### src/rtl/servo_pwm_gen_pkg.sv
// Shared definitions for the servo PWM path: FSM encoding and default servo
// timing, including the marble dispenser command widths used by producers.
package servo_pwm_gen_pkg;

    typedef enum logic [1:0] {
        ST_IDLE  = 2'd0,
        ST_RUN   = 2'd1,
        ST_DRAIN = 2'd2
    } pwm_state_t;

    // 20 ms frame, 0.5 ms .. 2.5 ms pulse at a 100 MHz clock
    localparam int SERVO_PERIOD    = 2_000_000;
    localparam int SERVO_MIN_WIDTH = 50_000;
    localparam int SERVO_MAX_WIDTH = 250_000;

    // Marble dispenser gate positions, in clk cycles of high time
    localparam int MARBLE_RELEASE_WIDTH = 240_000;
    localparam int MARBLE_HOLD_WIDTH    = 65_000;

endpackage

### src/rtl/servo_width_shaper.sv
// Boundary-driven width shaping: clamps the sampled command, slews the active
// width toward it and tracks how long the output has been stable at target.
module servo_width_shaper
    import servo_pwm_gen_pkg::*;
#(
    parameter int MIN_WIDTH      = SERVO_MIN_WIDTH,
    parameter int MAX_WIDTH      = SERVO_MAX_WIDTH,
    parameter int STEP           = 0,
    parameter int SETTLE_PERIODS = 10,
    parameter int WIDTH_W        = 20
) (
    input  logic               clk,
    input  logic               rst,
    input  logic               boundary,
    input  logic               first,
    input  logic               clear,
    input  logic [WIDTH_W-1:0] w_sync,
    output logic [WIDTH_W-1:0] width_next,
    output logic [WIDTH_W-1:0] width_active,
    output logic               settled
);

    localparam int SC_W = (SETTLE_PERIODS > 0) ? $clog2(SETTLE_PERIODS + 1) : 1;

    localparam logic [WIDTH_W-1:0]        MIN_W      = WIDTH_W'(MIN_WIDTH);
    localparam logic [WIDTH_W-1:0]        MAX_W      = WIDTH_W'(MAX_WIDTH);
    localparam logic [WIDTH_W-1:0]        STEP_W     = WIDTH_W'(STEP);
    localparam logic signed [WIDTH_W:0]   STEP_S     = (WIDTH_W+1)'(STEP);
    localparam logic [SC_W-1:0]           SETTLE_MAX = SC_W'(SETTLE_PERIODS);

    logic [WIDTH_W-1:0] target;
    logic [WIDTH_W-1:0] target_next;
    logic [SC_W-1:0]    settle_cnt;
    logic [SC_W-1:0]    settle_next;

    // Zero is a legal "relaxed" command and passes through untouched
    function automatic logic [WIDTH_W-1:0] clamp(input logic [WIDTH_W-1:0] w);
        if (w == '0) begin
            return '0;
        end else if (w < MIN_W) begin
            return MIN_W;
        end else if (w > MAX_W) begin
            return MAX_W;
        end else begin
            return w;
        end
    endfunction

    function automatic logic [WIDTH_W-1:0] slew(input logic [WIDTH_W-1:0] cur,
                                                input logic [WIDTH_W-1:0] tgt,
                                                input logic               is_first);
        logic signed [WIDTH_W:0] diff;
        diff = $signed({1'b0, tgt}) - $signed({1'b0, cur});
        if (is_first || (STEP == 0) || (tgt == '0) || (cur == '0)) begin
            return tgt;
        end else if (diff > STEP_S) begin
            return cur + STEP_W;
        end else if (diff < -STEP_S) begin
            return cur - STEP_W;
        end else begin
            return tgt;
        end
    endfunction

    // Any movement of width or target restarts the settle count
    always_comb begin
        target_next = clamp(w_sync);
        width_next  = slew(width_active, target_next, first);
        settle_next = '0;
        if ((width_next == target_next) && (width_next == width_active) &&
            (target_next == target)) begin
            settle_next = (settle_cnt == SETTLE_MAX) ? settle_cnt : settle_cnt + SC_W'(1);
        end
    end

    always_ff @(posedge clk) begin
        if (rst) begin
            width_active <= '0;
            target       <= '0;
            settle_cnt   <= '0;
            settled      <= 1'b0;
        end else if (clear) begin
            settle_cnt <= '0;
            settled    <= 1'b0;
        end else if (boundary) begin
            width_active <= width_next;
            target       <= target_next;
            settle_cnt   <= settle_next;
            settled      <= (settle_next == SETTLE_MAX);
        end
    end

endmodule

### src/rtl/servo_pwm_gen.sv
// Servo PWM generator: fixed-period frame counter, run/drain/idle control and
// a registered pin whose high time is updated only at period boundaries.
module servo_pwm_gen
    import servo_pwm_gen_pkg::*;
#(
    parameter int PERIOD         = SERVO_PERIOD,
    parameter int MIN_WIDTH      = SERVO_MIN_WIDTH,
    parameter int MAX_WIDTH      = SERVO_MAX_WIDTH,
    parameter int STEP           = 0,
    parameter int SETTLE_PERIODS = 10,
    parameter int WIDTH_W        = 20,
    parameter int CNT_W          = 21
) (
    input  logic               clk,
    input  logic               rst,
    input  logic               enable,
    input  logic [WIDTH_W-1:0] width_in,
    output logic               pwm_out,
    output logic [WIDTH_W-1:0] width_active,
    output logic               period_start,
    output logic               settled
);

    localparam int               CMP_W = (CNT_W > WIDTH_W) ? CNT_W : WIDTH_W;
    localparam logic [CNT_W-1:0] LAST  = CNT_W'(PERIOD - 1);

    pwm_state_t         state;
    pwm_state_t         state_next;
    logic [CNT_W-1:0]   count;
    logic [CNT_W-1:0]   count_next;
    logic [WIDTH_W-1:0] w_sync;
    logic [WIDTH_W-1:0] width_next;
    logic [WIDTH_W-1:0] width_eff;
    logic               at_last;
    logic               boundary;
    logic               first;
    logic               clear_settle;
    logic               pwm_next;

    // Command is registered once; every decision looks at w_sync only
    always_ff @(posedge clk) begin
        w_sync <= width_in;
    end

    assign at_last = (count == LAST);

    always_comb begin
        state_next   = state;
        count_next   = count;
        boundary     = 1'b0;
        first        = 1'b0;
        clear_settle = 1'b0;
        case (state)
            ST_IDLE: begin
                count_next = '0;
                if (enable) begin
                    state_next = ST_RUN;
                    boundary   = 1'b1;
                    first      = 1'b1;
                end
            end
            ST_RUN: begin
                count_next = at_last ? '0 : count + CNT_W'(1);
                boundary   = at_last;
                if (!enable) begin
                    state_next = ST_DRAIN;
                end
            end
            ST_DRAIN: begin
                count_next = at_last ? '0 : count + CNT_W'(1);
                if (enable) begin
                    state_next = ST_RUN;
                    boundary   = at_last;
                end else if (at_last) begin
                    // Frame finished with no run request: stop without a new update
                    state_next   = ST_IDLE;
                    clear_settle = 1'b1;
                end
            end
            default: begin
                state_next = ST_IDLE;
                count_next = '0;
            end
        endcase
    end

    // Pin is computed from next-cycle count/width so it lines up with count
    always_comb begin
        width_eff = boundary ? width_next : width_active;
        pwm_next  = (state_next != ST_IDLE) && (CMP_W'(count_next) < CMP_W'(width_eff));
    end

    always_ff @(posedge clk) begin
        if (rst) begin
            state        <= ST_IDLE;
            count        <= '0;
            pwm_out      <= 1'b0;
            period_start <= 1'b0;
        end else begin
            state        <= state_next;
            count        <= count_next;
            pwm_out      <= pwm_next;
            period_start <= boundary;
        end
    end

    servo_width_shaper #(
        .MIN_WIDTH      (MIN_WIDTH),
        .MAX_WIDTH      (MAX_WIDTH),
        .STEP           (STEP),
        .SETTLE_PERIODS (SETTLE_PERIODS),
        .WIDTH_W        (WIDTH_W)
    ) u_shaper (
        .clk          (clk),
        .rst          (rst),
        .boundary     (boundary),
        .first        (first),
        .clear        (clear_settle),
        .w_sync       (w_sync),
        .width_next   (width_next),
        .width_active (width_active),
        .settled      (settled)
    );

endmodule

### config.mk
export PLATFORM = sky130hd
export DESIGN_NAME = servo_pwm_gen
export DESIGN_NICKNAME = d
export VERILOG_FILES = /design/src/rtl/servo_pwm_gen_pkg.sv /design/src/rtl/servo_width_shaper.sv /design/src/rtl/servo_pwm_gen.sv
export SDC_FILE = /design/constraint.sdc
export NUM_CORES = 1
export LEC_CHECK = 0
export ABC_AREA = 0
export BUFFER_PORTS_ARGS = -buffer_cell sky130_fd_sc_hd__buf_2
export CORE_UTILIZATION = 35
export CTS_CLUSTER_SIZE = 10
export DETAILED_ROUTE_END_ITERATION = 7
export PLACE_DENSITY = 0.5
export SETUP_SLACK_MARGIN = 0.4
export SYNTH_ARGS = -nofsm -noshare
export SYNTH_HDL_FRONTEND = slang
export SYNTH_SLANG_ARGS = --single-unit
### constraint.sdc
create_clock -name clk -period 7.7 [get_ports clk]
set_input_delay 0.385 -clock clk [delete_from_list [all_inputs] [get_ports clk]]
set_output_delay 0.385 -clock clk [all_outputs]
set_load 0.02 [all_outputs]
==> results.py <==
metrics = {
    "status": {
        "status": "finished, final reports clean",
    },
    "clock_tree": {
        "cts_made_buffers": 9,
        "path_clk_slew_ns": 0.06,
        "cts.htree.levels": 3,
        "clk_latency_ns": 0.35,
        "holdBufCountCts": 0,
        "cts_tree": "yes",
        "cts-resized-gates": 0,
        "post-cts-setup-buffers": 0,
        "clk_path_buf_depth": 2,
        "cts.sinks": 90,
        "root_buffer": "clkbuf_16",
    },
    "final_layout": {
        "drive_gt1_share_pct": 14.5,
        "diodes": 0,
        "area_delta_synth_final_pct": 12.8,
        "nNetsFinal": 684,
        "final_cell_area_um2": 5620,
        "fillers": 1445,
    },
    "sta": {
        "rsz0062_at_grt": "false",
        "fin_crit_sh_pct": 53.7,
        "finalSetupTns_ns": 0,
        "final_hold_viol_count": 0,
        "worst_pin_slew_ns": 1.07,
        "period_minus_slack_ns": 4.14,
        "slew_headroom_pct": 28.3,
        "slew_viol_final": 0,
        "fmax_ghz": 0.242,
        "skew_ns": 0.00627,
        "final-setup-viol-count": 0,
    },
    "synthesis": {
        "synth-edff-count": 0,
        "synth_area_per_cell_um2": 8.22,
        "yosysSeqAreaShare_pct": 36.2,
        "synthTopCellsByArea": "dfxtp_1, ha_1, a21oi_1, nand2_1, nor2_1",
        "synthFlopType": "dfxtp_1",
        "postSynthNetCount": 655,
        "yosysMostFrequentCell": "dfxtp_1",
        "yosysTopAreaCellShare_pct": 36.2,
        "synth_cells": 606,
        "netlist-cell-type-count": 78,
        "ys_top_cells_by_count": "dfxtp_1, nand2_1, nor2_1, a21oi_1, nor3_1",
        "ys_async_sr_fraction_pct": 0,
        "syn_area_um2": 4980,
        "yosys_warnings": 0,
        "synth_top_cell_by_area": "dfxtp_1",
        "yosys_register_bits": 90,
    },
    "min_path": {
        "worst_hold_path_type": "input port to register",
        "hp-start": "width_in[3]",
    },
    "routing": {
        "num_vias": 4436,
        "drt-total-wl_um": 13200,
        "ant_nets": 0,
        "wl_per_cell_um": 16.1,
        "drcViolationCount": 0,
        "drt-pass1-iter-count": 5,
        "routed_via_density": 5.41,
        "drtIter0Drc": 355,
    },
    "worst_setup_path": {
        "start_kind": "register",
        "worstSetupEndpoint": "pwm_out",
        "crit_family": "simple AND/OR/NAND/NOR gates",
        "crit_path_start": "count[8]",
        "worst-setup-path-type": "register to register",
        "cp_max_fo": 28,
        "cpPeakStageDelay_ns": 0.54,
        "cp_slowest_cell": "or4b_1",
        "r2r_slack_ns": 3.56,
        "end_kind": "register",
        "critPathBufInv": 1,
        "crit_arrival_ns": 4.37,
        "worstReg2RegEnd": "pwm_out",
        "reg2regPathDepth": 15,
        "required_ns": 7.94,
        "crit_chain": "or4b_1, nor4_2, and2_1, nand2b_1, buf_4, nor2_1, ha_1, nand4_1, nor2_1, nand2_1, or4_1, o21ai_0, nor2_1, o21ai_0, nor3_1",
        "r2r_start": "count[8]",
        "critPathMostFrequentCell": "nor2_1",
        "cp.depth": 15,
    },
    "floorplanning": {
        "core_area_um2": 13900,
        "ios": 46,
        "die_area_um2": 14700,
        "die_w_um": 121,
        "initial_core_util_pct": 35.9,
        "die_h_um": 121,
        "core.rowCount": 43,
    },
    "placement": {
        "io_buffers": 45,
        "place_area_um2": 5340,
        "dp_hpwl_um": 9970,
        "place.gp.congestion": 0.864,
    },
    "power": {
        "powerDensity_nw_per_um2": 198,
        "p_leak_nw": 2.20,
        "vdd_drop_max_v": 0.000101,
    },
    "global_routing": {
        "grt_start_max_net_pins": 60,
        "grt_pass1_wl_um": 21300,
        "grt_pass1_vias": 4076,
        "antenna_found_initial": 0,
        "grt_usage_pct": 18.7,
        "grt_overflow": 0,
    },
    "run": {
        "max_cap_viol_count": 0,
    },
}
==> per-stage QoR <==
step	cells	setup slack (ns)	utilization, %	power, mW	hold WS (ns)
after floorplan	606	3.85	-	0.645	0.413
after global placement	804	3.69	38.5	0.695	0.442
after detailed placement	804	3.57	38.5	0.699	0.455
after CTS	820	3.55	40.5	1.12	0.127
after global routing	820	3.08	40.5	1.17	0.127
final	820	3.56	40.5	1.11	0.133
==> how the worst min path moves through the flow <==
stage	to	cells past startpoint
after floorplan	w_sync[0]	0
after global placement	u_shaper.target[19]	1
after detailed placement	u_shaper.target[18]	1
after CTS	w_sync[3]	1
after global routing	w_sync[5]	1
final	w_sync[3]	1
==> where the power goes <==
| group | leakage, nW | internal (mW) | switching, mW | total (mW) |
|---|---|---|---|---|
| Clock | 0.143 | 0.244 | 0.179 | 0.423 |
| Combinational | 1.32 | 0.0611 | 0.110 | 0.171 |
| Sequential | 0.738 | 0.488 | 0.0293 | 0.518 |
| Total | 2.20 | 0.794 | 0.318 | 1.11 |
==> area by class of cell <==
cell class / instances / area [um^2] / share of cell area, %
clock buffer: 14 / 274 / 4.87
sequential: 90 / 1800 / 32.0
tap: 180 / 225 / 4.01
clock inverter: 2 / 10.0 / 0.178
inverter: 19 / 71.3 / 1.27
timing repair buffer: 50 / 263 / 4.67
multi-input combinational: 465 / 2980 / 53.0
==> layout by cell type (no fill, tap or decap), drive strengths merged, types with 4 or more instances in the layout <==
| master | instances |
|---|---|
| or4 | 6 |
| nor2b | 5 |
| and4 | 5 |
| xnor2 | 16 |
| o21ai | 20 |
| nor3 | 35 |
| and2 | 14 |
| ha | 26 |
| a21oi | 53 |
| clkbuf | 14 |
| o31a | 5 |
| nor2 | 67 |
| a31oi | 8 |
| inv | 19 |
| and3 | 9 |
| a2111oi | 4 |
| xor2 | 8 |
| buf | 50 |
| nor4 | 10 |
| dfxtp | 90 |
| a21o | 7 |
| or2 | 4 |
| nand4 | 9 |
| nand3 | 18 |
| o21a | 9 |
| mux2i | 10 |
| nand2 | 70 |
==> registers in the layout (all words and copies together), names as in the netlist <==
register / count
period_start: 1
u_shaper.width_active: 20
u_shaper.target: 20
w_sync: 20
count: 21
u_shaper.settle_cnt: 4
pwm_out: 1
u_shaper.settled: 1
state: 2
==> worst register-to-register path, cell delays in order (launching register included) <==
cell	delay, ns
dfxtp_1	0.32
or4b_1	0.54
nor4_2	0.50
and2_1	0.27
nand2b_1	0.39
buf_4	0.35
nor2_1	0.12
ha_1	0.32
nand4_1	0.09
nor2_1	0.13
nand2_1	0.09
or4_1	0.54
o21ai_0	0.17
nor2_1	0.05
o21ai_0	0.07
nor3_1	0.08
==> layer usage <==
layer	global-route usage (%)	wire (um)	part of all wire (%)
met3	3.71	533	4.0
met2	29.8	6130	47
met1	24.7	6230	47
met5	0	0	0
met4	7.10	282	2.1
==> cells by family after synthesis <==
family	after synthesis	synth area share [%]
buf+inv	51	4.29
fa+ha+maj	26	6.53
xor+xnor	24	4.22
compound gates	139	18.8
mux	10	2.08
flops	90	36.2
simple gates	266	27.9
Note: power is estimated with default switching activity, not from simulation.
